<file path="config.mk">
export PLATFORM = sky130hd
export DESIGN_NAME = mbc_power_seq
export DESIGN_NICKNAME = d
export VERILOG_FILES = /design/src/rtl/mbc_pkg.sv /design/src/rtl/mbc_power_seq.sv
export SDC_FILE = /design/constraint.sdc
export NUM_CORES = 1
export LEC_CHECK = 0
export BUFFER_PORTS_ARGS = -buffer_cell sky130_fd_sc_hd__buf_4
export CAP_MARGIN = 20
export CORE_AREA = 5 5 42 44
export DETAILED_ROUTE_END_ITERATION = 10
export DIE_AREA = 0 0 47 49
export PLACE_DENSITY_LB_ADDON = 0.08
export SLEW_MARGIN = 30
export SYNTH_ARGS = -nofsm -noshare
export SYNTH_HDL_FRONTEND = slang
export SYNTH_SLANG_ARGS = --single-unit
</file>
<file path="constraint.sdc">
create_clock -name CLK -period 4.3 [get_ports CLK]
set_clock_uncertainty 0.2 [all_clocks]
set_input_delay 0.215 -clock CLK [delete_from_list [all_inputs] [get_ports CLK]]
set_output_delay 0.215 -clock CLK [all_outputs]
set_load 0.01 [all_outputs]
</file>
<file path="src/rtl/mbc_pkg.sv">
// Shared definitions for the bus-controller power sequencer: state encoding,
// gate/isolate/reset output codes and the settle counter width.
package mbc_pkg;

    localparam int CNT_W = 4;

    typedef enum logic [2:0] {
        ST_OFF     = 3'd0,
        ST_SETTLE  = 3'd1,
        ST_REL_RST = 3'd2,
        ST_ON      = 3'd3,
        ST_ISO     = 3'd4,
        ST_RST     = 3'd5
    } state_t;

    // {MBC_SLEEP, MBC_ISOLATE, MBC_RESET}
    localparam logic [2:0] OUT_OFF     = 3'b111;
    localparam logic [2:0] OUT_SETTLE  = 3'b011;
    localparam logic [2:0] OUT_REL_RST = 3'b010;
    localparam logic [2:0] OUT_ON      = 3'b000;
    localparam logic [2:0] OUT_ISO     = 3'b010;
    localparam logic [2:0] OUT_RST     = 3'b011;

    function automatic logic [2:0] gate_ctrl(input state_t st);
        logic [2:0] code;
        code = OUT_OFF;
        case (st)
            ST_OFF:     code = OUT_OFF;
            ST_SETTLE:  code = OUT_SETTLE;
            ST_REL_RST: code = OUT_REL_RST;
            ST_ON:      code = OUT_ON;
            ST_ISO:     code = OUT_ISO;
            ST_RST:     code = OUT_RST;
            default:    code = OUT_OFF;
        endcase
        return code;
    endfunction

    function automatic logic is_busy(input state_t st);
        return (st != ST_ON) && (st != ST_OFF);
    endfunction

endpackage

</file>
<file path="src/rtl/mbc_power_seq.sv">
// Power-gating sequencer for the bus-controller domain. Optional bus-activity
// wake is enabled by defining MBC_POWER_SEQ_WAKE_ON_BUS_EN.
//
// state    | meaning
// ---------+----------------------------------------------------
// OFF      | domain gated, isolated and held in reset
// SETTLE   | header on, waiting SETTLE_CYCLES for the rail to settle
// REL_RST  | domain reset released, outputs still isolated
// ON       | domain fully powered and connected
// ISO      | isolation applied ahead of power-down
// RST      | domain reset asserted, header about to gate
module mbc_power_seq
    import mbc_pkg::*;
#(
    parameter int SETTLE_CYCLES = 4
) (
    input  logic CLK,
    input  logic RESET,
    input  logic SLEEP_REQ,
    input  logic WAKEUP_REQ,
    input  logic WAKE_BUS,
    output logic MBC_SLEEP,
    output logic MBC_ISOLATE,
    output logic MBC_RESET,
    output logic POWER_ON,
    output logic BUSY
);

    state_t           state;
    state_t           state_next;
    logic [CNT_W-1:0] cnt;
    logic [CNT_W-1:0] cnt_next;
    logic             wake;

`ifdef MBC_POWER_SEQ_WAKE_ON_BUS_EN
    assign wake = WAKEUP_REQ | WAKE_BUS;
`else
    logic unused_wake_bus;
    assign unused_wake_bus = WAKE_BUS;
    assign wake            = WAKEUP_REQ;
`endif

    // Requests are only looked at in ON and OFF, so any sequence in flight
    // always completes before the levels are re-evaluated.
    always_comb begin
        state_next = state;
        cnt_next   = cnt;
        case (state)
            ST_OFF: begin
                if (wake) begin
                    state_next = ST_SETTLE;
                    cnt_next   = CNT_W'(SETTLE_CYCLES - 1);
                end
            end
            ST_SETTLE: begin
                if (cnt == '0) state_next = ST_REL_RST;
                else           cnt_next   = cnt - 1'b1;
            end
            ST_REL_RST: state_next = ST_ON;
            ST_ON:      if (SLEEP_REQ) state_next = ST_ISO;
            ST_ISO:     state_next = ST_RST;
            ST_RST:     state_next = ST_OFF;
            default:    state_next = ST_OFF;
        endcase
    end

    // Outputs are decoded from the next state so they line up with the state.
    always_ff @(posedge CLK) begin
        if (RESET) begin
            state                                <= ST_OFF;
            cnt                                  <= '0;
            {MBC_SLEEP, MBC_ISOLATE, MBC_RESET} <= OUT_OFF;
            POWER_ON                             <= 1'b0;
            BUSY                                 <= 1'b0;
        end else begin
            state                                <= state_next;
            cnt                                  <= cnt_next;
            {MBC_SLEEP, MBC_ISOLATE, MBC_RESET} <= gate_ctrl(state_next);
            POWER_ON                             <= (state_next == ST_ON);
            BUSY                                 <= is_busy(state_next);
        end
    end

endmodule
</file>
==> results of run 1 <==
## report_power, final
group | switching (mW) | internal (mW) | leakage, nW | total (mW)
clock network | 0.0387 | 0.0514 | 0.0210 | 0.0901
registers | 0.0175 | 0.129 | 0.0988 | 0.147
logic | 0.0443 | 0.0492 | 0.161 | 0.0934
total | 0.100 | 0.230 | 0.281 | 0.330
## metrics by stage
step | instances | util (%) | power (mW)
global route | 89 | 49.1 | 0.359
CTS | 89 | 49.1 | 0.335
finish | 89 | 49.1 | 0.330
global placement | 84 | 45.8 | 0.242
floorplan | 64 | - | 0.218
detailed placement | 84 | 45.8 | 0.243
## placed cells by master (no fill, tap or decap), types with 3 or more instances in the layout
| cell type | instances |
|---|---|
| nand3_1 | 3 |
| o21ai_0 | 3 |
| or3_1 | 3 |
| inv_1 | 5 |
| buf_4 | 8 |
| clkbuf_4 | 3 |
| dfxtp_1 | 12 |
## cell usage after synthesis, types with 2 or more instances
cell / count
dfxtp_1: 12
inv_1: 5
nand3_1: 3
o21ai_0: 3
or3_1: 3
a21oi_1: 2
a31oi_1: 2
and2_1: 2
buf_2: 2
ha_1: 2
mux2i_1: 2
nand2_1: 2
nand2b_1: 2
nand3b_1: 2
nor2_1: 2
nor3b_1: 2
nor4_1: 2
## what timing repair did
item | 4_1_cts | 5_1_grt
buffers inserted | 0 | 0
endpoints found under the hold margin | 4 | 0
hold buffers | 1 | 0
## final cells by class
cell class / instances / share of cell area (%)
Sequential cell: 12 / 34.9
Inverter: 5 / 2.73
Timing Repair Buffer: 9 / 10.2
Multi-Input combinational cell: 43 / 44.0
Tap cell: 16 / 2.91
Clock buffer: 4 / 5.27
## worst max path at each step
stage                                   start                    to  slack (ns)  cells after the start
after global routing      cnt[0]$_SDFFE_PP0P_   cnt[0]$_SDFFE_PP0P_        2.41                      5
final                     cnt[0]$_SDFFE_PP0P_   cnt[0]$_SDFFE_PP0P_        2.63                      5
after global placement    cnt[0]$_SDFFE_PP0P_  MBC_RESET$_SDFF_PP1_        2.65                      5
after CTS                 cnt[0]$_SDFFE_PP0P_   cnt[1]$_SDFFE_PP0P_        2.61                      5
after detailed placement  cnt[0]$_SDFFE_PP0P_   cnt[0]$_SDFFE_PP0P_        2.62                      5
after floorplan           state[0]$_SDFF_PP0_   cnt[2]$_SDFFE_PP0P_        2.76                      5
## metal layers
metal	part of all wire (%)	vias to the layer above	wire, um	track usage [%]
met5	0	-	0	0
li1	-	251	-	-
met3	4.3	2	46	3.32
met4	1.1	0	12	6.91
met1	51	229	540	16.7
met2	44	8	465	13.6
## worst register-to-register path: cells and delay by family (launching register included)
family                     cells  cell delay (ns)
adders and majority gates      1             0.15
DFF                            1             0.33
AOI/OAI and AO/OA              2             0.36
and+or+nand+nor                1             0.49
buffers and inverters          1             0.08
## registers in the layout, indices dropped and copies added, names as in the netlist
signal	count
BUSY	1
POWER_ON	1
cnt	4
MBC_ISOLATE	1
MBC_SLEEP	1
MBC_RESET	1
state	3
## logic make-up (layout without fill, tap and decap cells)
| family | after synthesis | in the layout | synth area share [%] |
|---|---|---|---|
| adder cells (fa/ha/maj) | 2 | 2 | 4.26 |
| AO/OA/AOI/OAI | 10 | 10 | 11.5 |
| flip-flops | 12 | 12 | 40.9 |
| buffers and inverters | 9 | 18 | 7.46 |
| multiplexers | 2 | 2 | 3.41 |
| AND/OR/NAND/NOR | 29 | 29 | 32.4 |
==> summary.md, run 1 <==
| Metric | Value |
|---|---|
| Syn nets | 71 |
| Final setup margin | 2.63 ns |
| Largest cells by area after synthesis | dfxtp_1 (41%), ha_1 (4.3%), mux2i_1 (3.4%) |
| Worst EP required | 4.30 ns |
| R2R Path End | cnt[0]$_SDFFE_PP0P_ |
| Avg Inst Size Synth | 9.17 um2 |
| Warnings from Yosys | 0 |
| Final setup fails | 0 |
| Leakage power | 0.281 nW |
| Gp weighted congestion | 0.713 |
| CTS Buffer Depth | 2 |
| Detail Placement HPWL | 761 um |
| Clk_lat worst skew | 0.27 ns |
| DR iter-0 viols | 14 |
| CP max stage cell | nor3b_1 |
| CTS root buf | clkbuf_4 |
| Num Clock Sinks | 12 |
| Worst slack, placed | 2.62 ns |
| Worst hold slack | 0.0668 ns |
| Core area | 1400 um2 |
| Initial core utilization | 41.9% |
| Hold Path Class | input port to flop |
| Critical Path Start Type | flop |
| RSZ-0062 raised after global routing | no |
| Number of nets in the layout | 81 |
| Total CTS buffers | 3 |
| Global-route usage over all layers | 11.3% |
| Hold EP | state[2]$_SDFF_PP0_ |
| Number of core rows | 14 |
| Avg WL per Cell | 11.9 um |
| Power per standard cell area | 480 nW/um2 |
| Routed Wire Length | 1060 um |
| Pin count of the biggest net entering global routing | 14 |
| Worst Tran Pin Value | 0.567 ns |
| Post-synthesis instance area | 587 um2 |
| Hold Vio Cnt, Final | 0 |
| Fin. max-slew vios | 0 |
| Post-synth EDFFs | 0 |
| Crit-path cells | inv_1 -> ha_1 -> nor3b_1 -> o21ai_0 -> a31oi_1 |
| Yosys top cell area share | 40.9% |
| Number of antenna diodes | 0 |
| CTS tree | done |
| Routed via count | 490 |
| Reg clk slew, reported paths | 0.08 ns |
| Most used flip-flop cell after synthesis | dfxtp_1 |
| Worst Path Max Fanout | 6 |
| Setup total negative slack | 0 ns |
| #FFs+latches synth | 12 |
| Share of cells above drive strength 1 | 20.5% |
| Register-to-register setup slack | 2.63 ns |
| Synth cell types | 31 |
| Area post-placement | 642 um2 |
| Min-delay src | SLEEP_REQ |
| R2r worst-path depth | 5 |
| Asr flop ratio synth | 0% |
| Die Area | 2300 um2 |
| Reg-to-Reg Start | cnt[0]$_SDFFE_PP0P_ |
| First-pass GRT wire length | 1900 um |
| First-pass DRT Iterations | 4 |
| Critical path's largest stage delay | 0.49 ns |
| Die Ht | 49 um |
| Initial antenna violation count | 0 |
| Vias per inst | 5.51 |
| FF+latch area | 240 um2 |
| DRT antenna net count | 0 |
| Crit path max-delay family | simple AND/OR/NAND/NOR gates |
| Final min period | 1.67 ns |
| Sequential area share after synthesis | 40.9% |
| Port bufs | 8 |
| Drc violations | 0 |
| Mapped Cells | 64 |
| Hold Path Depth | 3 |
| Multi-input gate area | 303 um2 |
| Htree depth | 1 |
| I/O Pins | 10 |
| Outcome | finished, final reports clean |
| Finished Cell Area | 688 um2 |
| Worst path bufs/invs | 1 |
| Synth-to-Final Area Change | 17.3% |
| Max Cap Viol | 0 |
| Max IR drop VDD | 0.211 mV |
| Crit path kind | flop to flop |
| Grt total ovfl | 0 |
| Worst Path Arrival | 1.67 ns |
| FMAX | 0.598 GHz |
| Slew margin rel. | 62.1% |
| Crit share post-route | 38.9% |
| Synth area leader | dfxtp_1 |
| Post-CTS sizing | 0 |
| Die span in x | 47 um |
| Filler cells | 141 |
| Vias in the first global route | 436 |
| CP endpoint kind | flop |
No activity file was read; power rests on OpenSTA's default activity.
==> run 2, diff against run 1 <==
--- a/config.mk
+++ b/config.mk
@@ -5,6 +5,7 @@
 export SDC_FILE = /design/constraint.sdc
 export NUM_CORES = 1
 export LEC_CHECK = 0
+export ABC_AREA = 1
 export BUFFER_PORTS_ARGS = -buffer_cell sky130_fd_sc_hd__buf_4
 export CAP_MARGIN = 20
 export CORE_AREA = 5 5 42 44
==> constraint.sdc (replaced) <==
create_clock -name CLK -period 1.4 [get_ports CLK]
set_clock_uncertainty 0.2 [all_clocks]
set_input_delay 0.07 -clock CLK [delete_from_list [all_inputs] [get_ports CLK]]
set_output_delay 0.07 -clock CLK [all_outputs]
set_load 0.01 [all_outputs]
==> run 2 against run 1 <==
  * Synthesized cell count rose by 19%
  * Combinational power rose to 7.6 times the previous value
  * Critical path type unchanged
  * Critical endpoint is now cnt[1]$_SDFFE_PP0P_
  * Largest cell class unchanged
  * Maximum frequency rose by 25%
  * Design area rose by 15%
  * Utilization rose by 7.4 points
  * Sequential power rose to 3.4 times the previous value
  * Total power rose to 4.5 times the previous value
==> summary.md, run 2 <==
| Metric | Value |
|---|---|
| Outcome | finished, final reports clean |
| Asr flop ratio synth | 0% (unchanged) |
| Max Cap Viol | 0 (unchanged) |
| First-pass GRT wire length | 1930 um (+1.5%) |
| Routed Wire Length | 1150 um (+7.9%) |
| Final setup fails | 0 (unchanged) |
| Worst Path Arrival | 1.30 ns (-0.37 ns) |
| Synth cell types | 17 (-45%) |
| Vias per inst | 4.74 (-14%) |
| Crit. Startpoint | cnt[0]$_SDFFE_PP0P_ |
| Number of antenna diodes | 0 (unchanged) |
| Slew margin rel. | 82.5% (+20 points) |
| Global-route usage over all layers | 11.6% (+0.30 points) |
| Fin. max-slew vios | 0 (unchanged) |
| Avg WL per Cell | 10.2 um (-15%) |
| Crit path kind | flop to flop |
| I/O Pins | 10 (unchanged) |
| DR iter-0 viols | 3 (-11) |
| Mapped Cells | 76 (+19%) |
| Worst slack, placed | -0.0579 ns (-2.68 ns) |
| Min-delay src | RESET |
| Synth-to-Final Area Change | 39.7% |
| Num Clock Sinks | 12 (unchanged) |
| Worst EP required | 1.36 ns (-2.94 ns) |
| Setup total negative slack | 0 ns (unchanged) |
| Drc violations | 0 (unchanged) |
| Worst Tran Pin Value | 0.260 ns (-0.306 ns) |
| Leakage power | 0.378 nW (+34%) |
| Die Ht | 49 um (unchanged) |
| Reg clk slew, reported paths | 0.09 ns (about the same) |
| Sequential area share after synthesis | 42.4% (+1.4 points) |
| Hold Vio Cnt, Final | 0 (unchanged) |
| Share of cells above drive strength 1 | 38.1% (+18 points) |
| Final setup margin | 0.0575 ns (-2.57 ns) |
| Number of flip-flops in the largest register | 4 (unchanged) |
| Power per standard cell area | 1890 nW/um2 (+290%) |
| Routed via count | 536 (+9.4%) |
| Die span in x | 47 um (unchanged) |
| Reg-to-Reg Start | cnt[0]$_SDFFE_PP0P_ |
| Avg Inst Size Synth | 7.46 um2 (-19%) |
| Area post-placement | 669 um2 (+4.3%) |
| First-pass DRT Iterations | 4 (unchanged) |
| Port bufs | 8 (unchanged) |
| Fin cells | 113 (+27%) |
| Die Area | 2300 um2 (unchanged) |
| Post-synthesis instance area | 567 um2 (-3.4%) |
| Final min period | 1.34 ns (-0.331 ns) |
| Worst Path Max Fanout | 2 (-4) |
| Core area | 1400 um2 (unchanged) |
| Warnings from Yosys | 0 (unchanged) |
| Commonest cells post-synth | nand2_1 (15), dfxtp_1 (12), nor2_1 (12), inv_1 (10), nand3_1 (9) |
| CP endpoint kind | flop |
| Yosys top cell area share | 42.4% (+1.4 points) |
| Initial core utilization | 40.4% (-1.4 points) |
| Commonest non-fill, non-tap cells in the layout | nand2_1 (14), buf_4 (14), nor2_1 (10) |
| Gp weighted congestion | 0.828 (+16%) |
| Post-synth EDFFs | 0 (unchanged) |
| Clk_lat worst skew | 0.28 ns (about the same) |
| Htree depth | 1 (unchanged) |
| Placed cell count | 103 (+23%) |
| Total CTS buffers | 3 (unchanged) |
| Largest regs | cnt: 4 flops, state: 3 flops |
| #FFs+latches synth | 12 (unchanged) |
| Vias in the first global route | 477 (+9.4%) |
| Largest cells by area after synthesis | dfxtp_1 (42%), nand2_1 (9.9%), nand3_1 (7.9%) |
| Crit share post-route | 95.9% (+57 points) |
| CTS root buf | clkbuf_4 |
| Most used flip-flop cell after synthesis | dfxtp_1 |
| Count leader, synth | nand2_1 |
| FMAX | 0.745 GHz (+25%) |
| Grt total ovfl | 0 (unchanged) |
| Finished Cell Area | 792 um2 (+15%) |
| Initial antenna violation count | 0 (unchanged) |
| Detail Placement HPWL | 851 um (+12%) |
| CTS Buffer Depth | 2 (unchanged) |
| Critical Path Start Type | flop |
| CTS tree | done |
| Number of core rows | 14 (unchanged) |
| Pin count of the biggest net entering global routing | 8 (-6) |
| Max IR drop VDD | 0.798 mV (+280%) |
| DRT antenna net count | 0 (unchanged) |
| Synth area leader | dfxtp_1 |
| Hold Path Class | input port to flop |
| Total Power | 1.50 mW (+350%) |
| Syn nets | 83 (+17%) |
| Top reg by flops | cnt |
| Number of nets in the layout | 105 (+30%) |
-- run 2: cell count changes after synthesis, sizes merged, moves of 3 or more --
cell and change:
inv +7, or3 -3, nor2 +12, buf -3, nand2 +16, nand3 +6
-- run 2: final cells by class --
type	instances	area, um2
fill	151	609
timing repair buffer	17	135
multi-input combinational	52	307
inverter	12	47.5
sequential	12	246
clock buffer	4	36.3
tap	16	20.0
-- run 2: timing repair --
item | in CTS | in global routing
resized for setup | 2 | 12
hold buffers | 3 | 0
pin swaps | 0 | 5
endpoints found under the setup margin | 6 | 7
endpoints found under the hold margin | 10 | 0
setup buffers | 0 | 3
-- run 2: layer usage --
metal	wire length [um]	vias to the layer above	GRT usage [%]
met1	515	240	13.2
li1	-	286	-
met2	562	8	18.1
met5	0	-	0
met4	13	0	6.91
met3	57	2	3.32
-- run 2: logic make-up after synthesis --
kind of cell    count (synthesis)  share of synthesized area, %
simple gates                   44                          39.7
buf+inv                        12                          7.95
flops                          12                          42.4
fa+ha+maj                       2                          4.41
compound gates                  6                          5.52
-- run 2: final timing paths --
| check | endpoint | slack [ns] | cells past startpoint |
|---|---|---|---|
| worst max-delay path | cnt[1]$_SDFFE_PP0P_ | 0.06 | 8 |
| worst min-delay path | state[2]$_SDFF_PP0_ | 0.34 | 3 |
| worst max register to register | cnt[1]$_SDFFE_PP0P_ | 0.06 | 8 |
| worst min register to register | cnt[3]$_SDFFE_PP0P_ | 0.34 | 2 |
-- run 2: metrics by stage --
stage,utilization [%],hold WS (ns)
after floorplan,-,-0.0609
after global placement,47.8,0.0975
after detailed placement,47.8,0.0967
after CTS,52.8,0.333
after global routing,56.5,0.358
final,56.5,0.342
-- run 2: critical path, cell delays in order, from the launching register on --
cell     delay [ns]
dfxtp_2        0.34
inv_2          0.05
buf_4          0.13
ha_1           0.27
nand2_1        0.05
nand2_1        0.06
nand2_1        0.05
nand2_1        0.05
inv_1          0.04
-- run 2: power breakdown --
group,leakage [nW],internal (mW),switching (mW)
Sequential,0.100,0.439,0.0652
Clock,0.0210,0.158,0.119
Combinational,0.256,0.330,0.383
Total,0.378,0.928,0.568
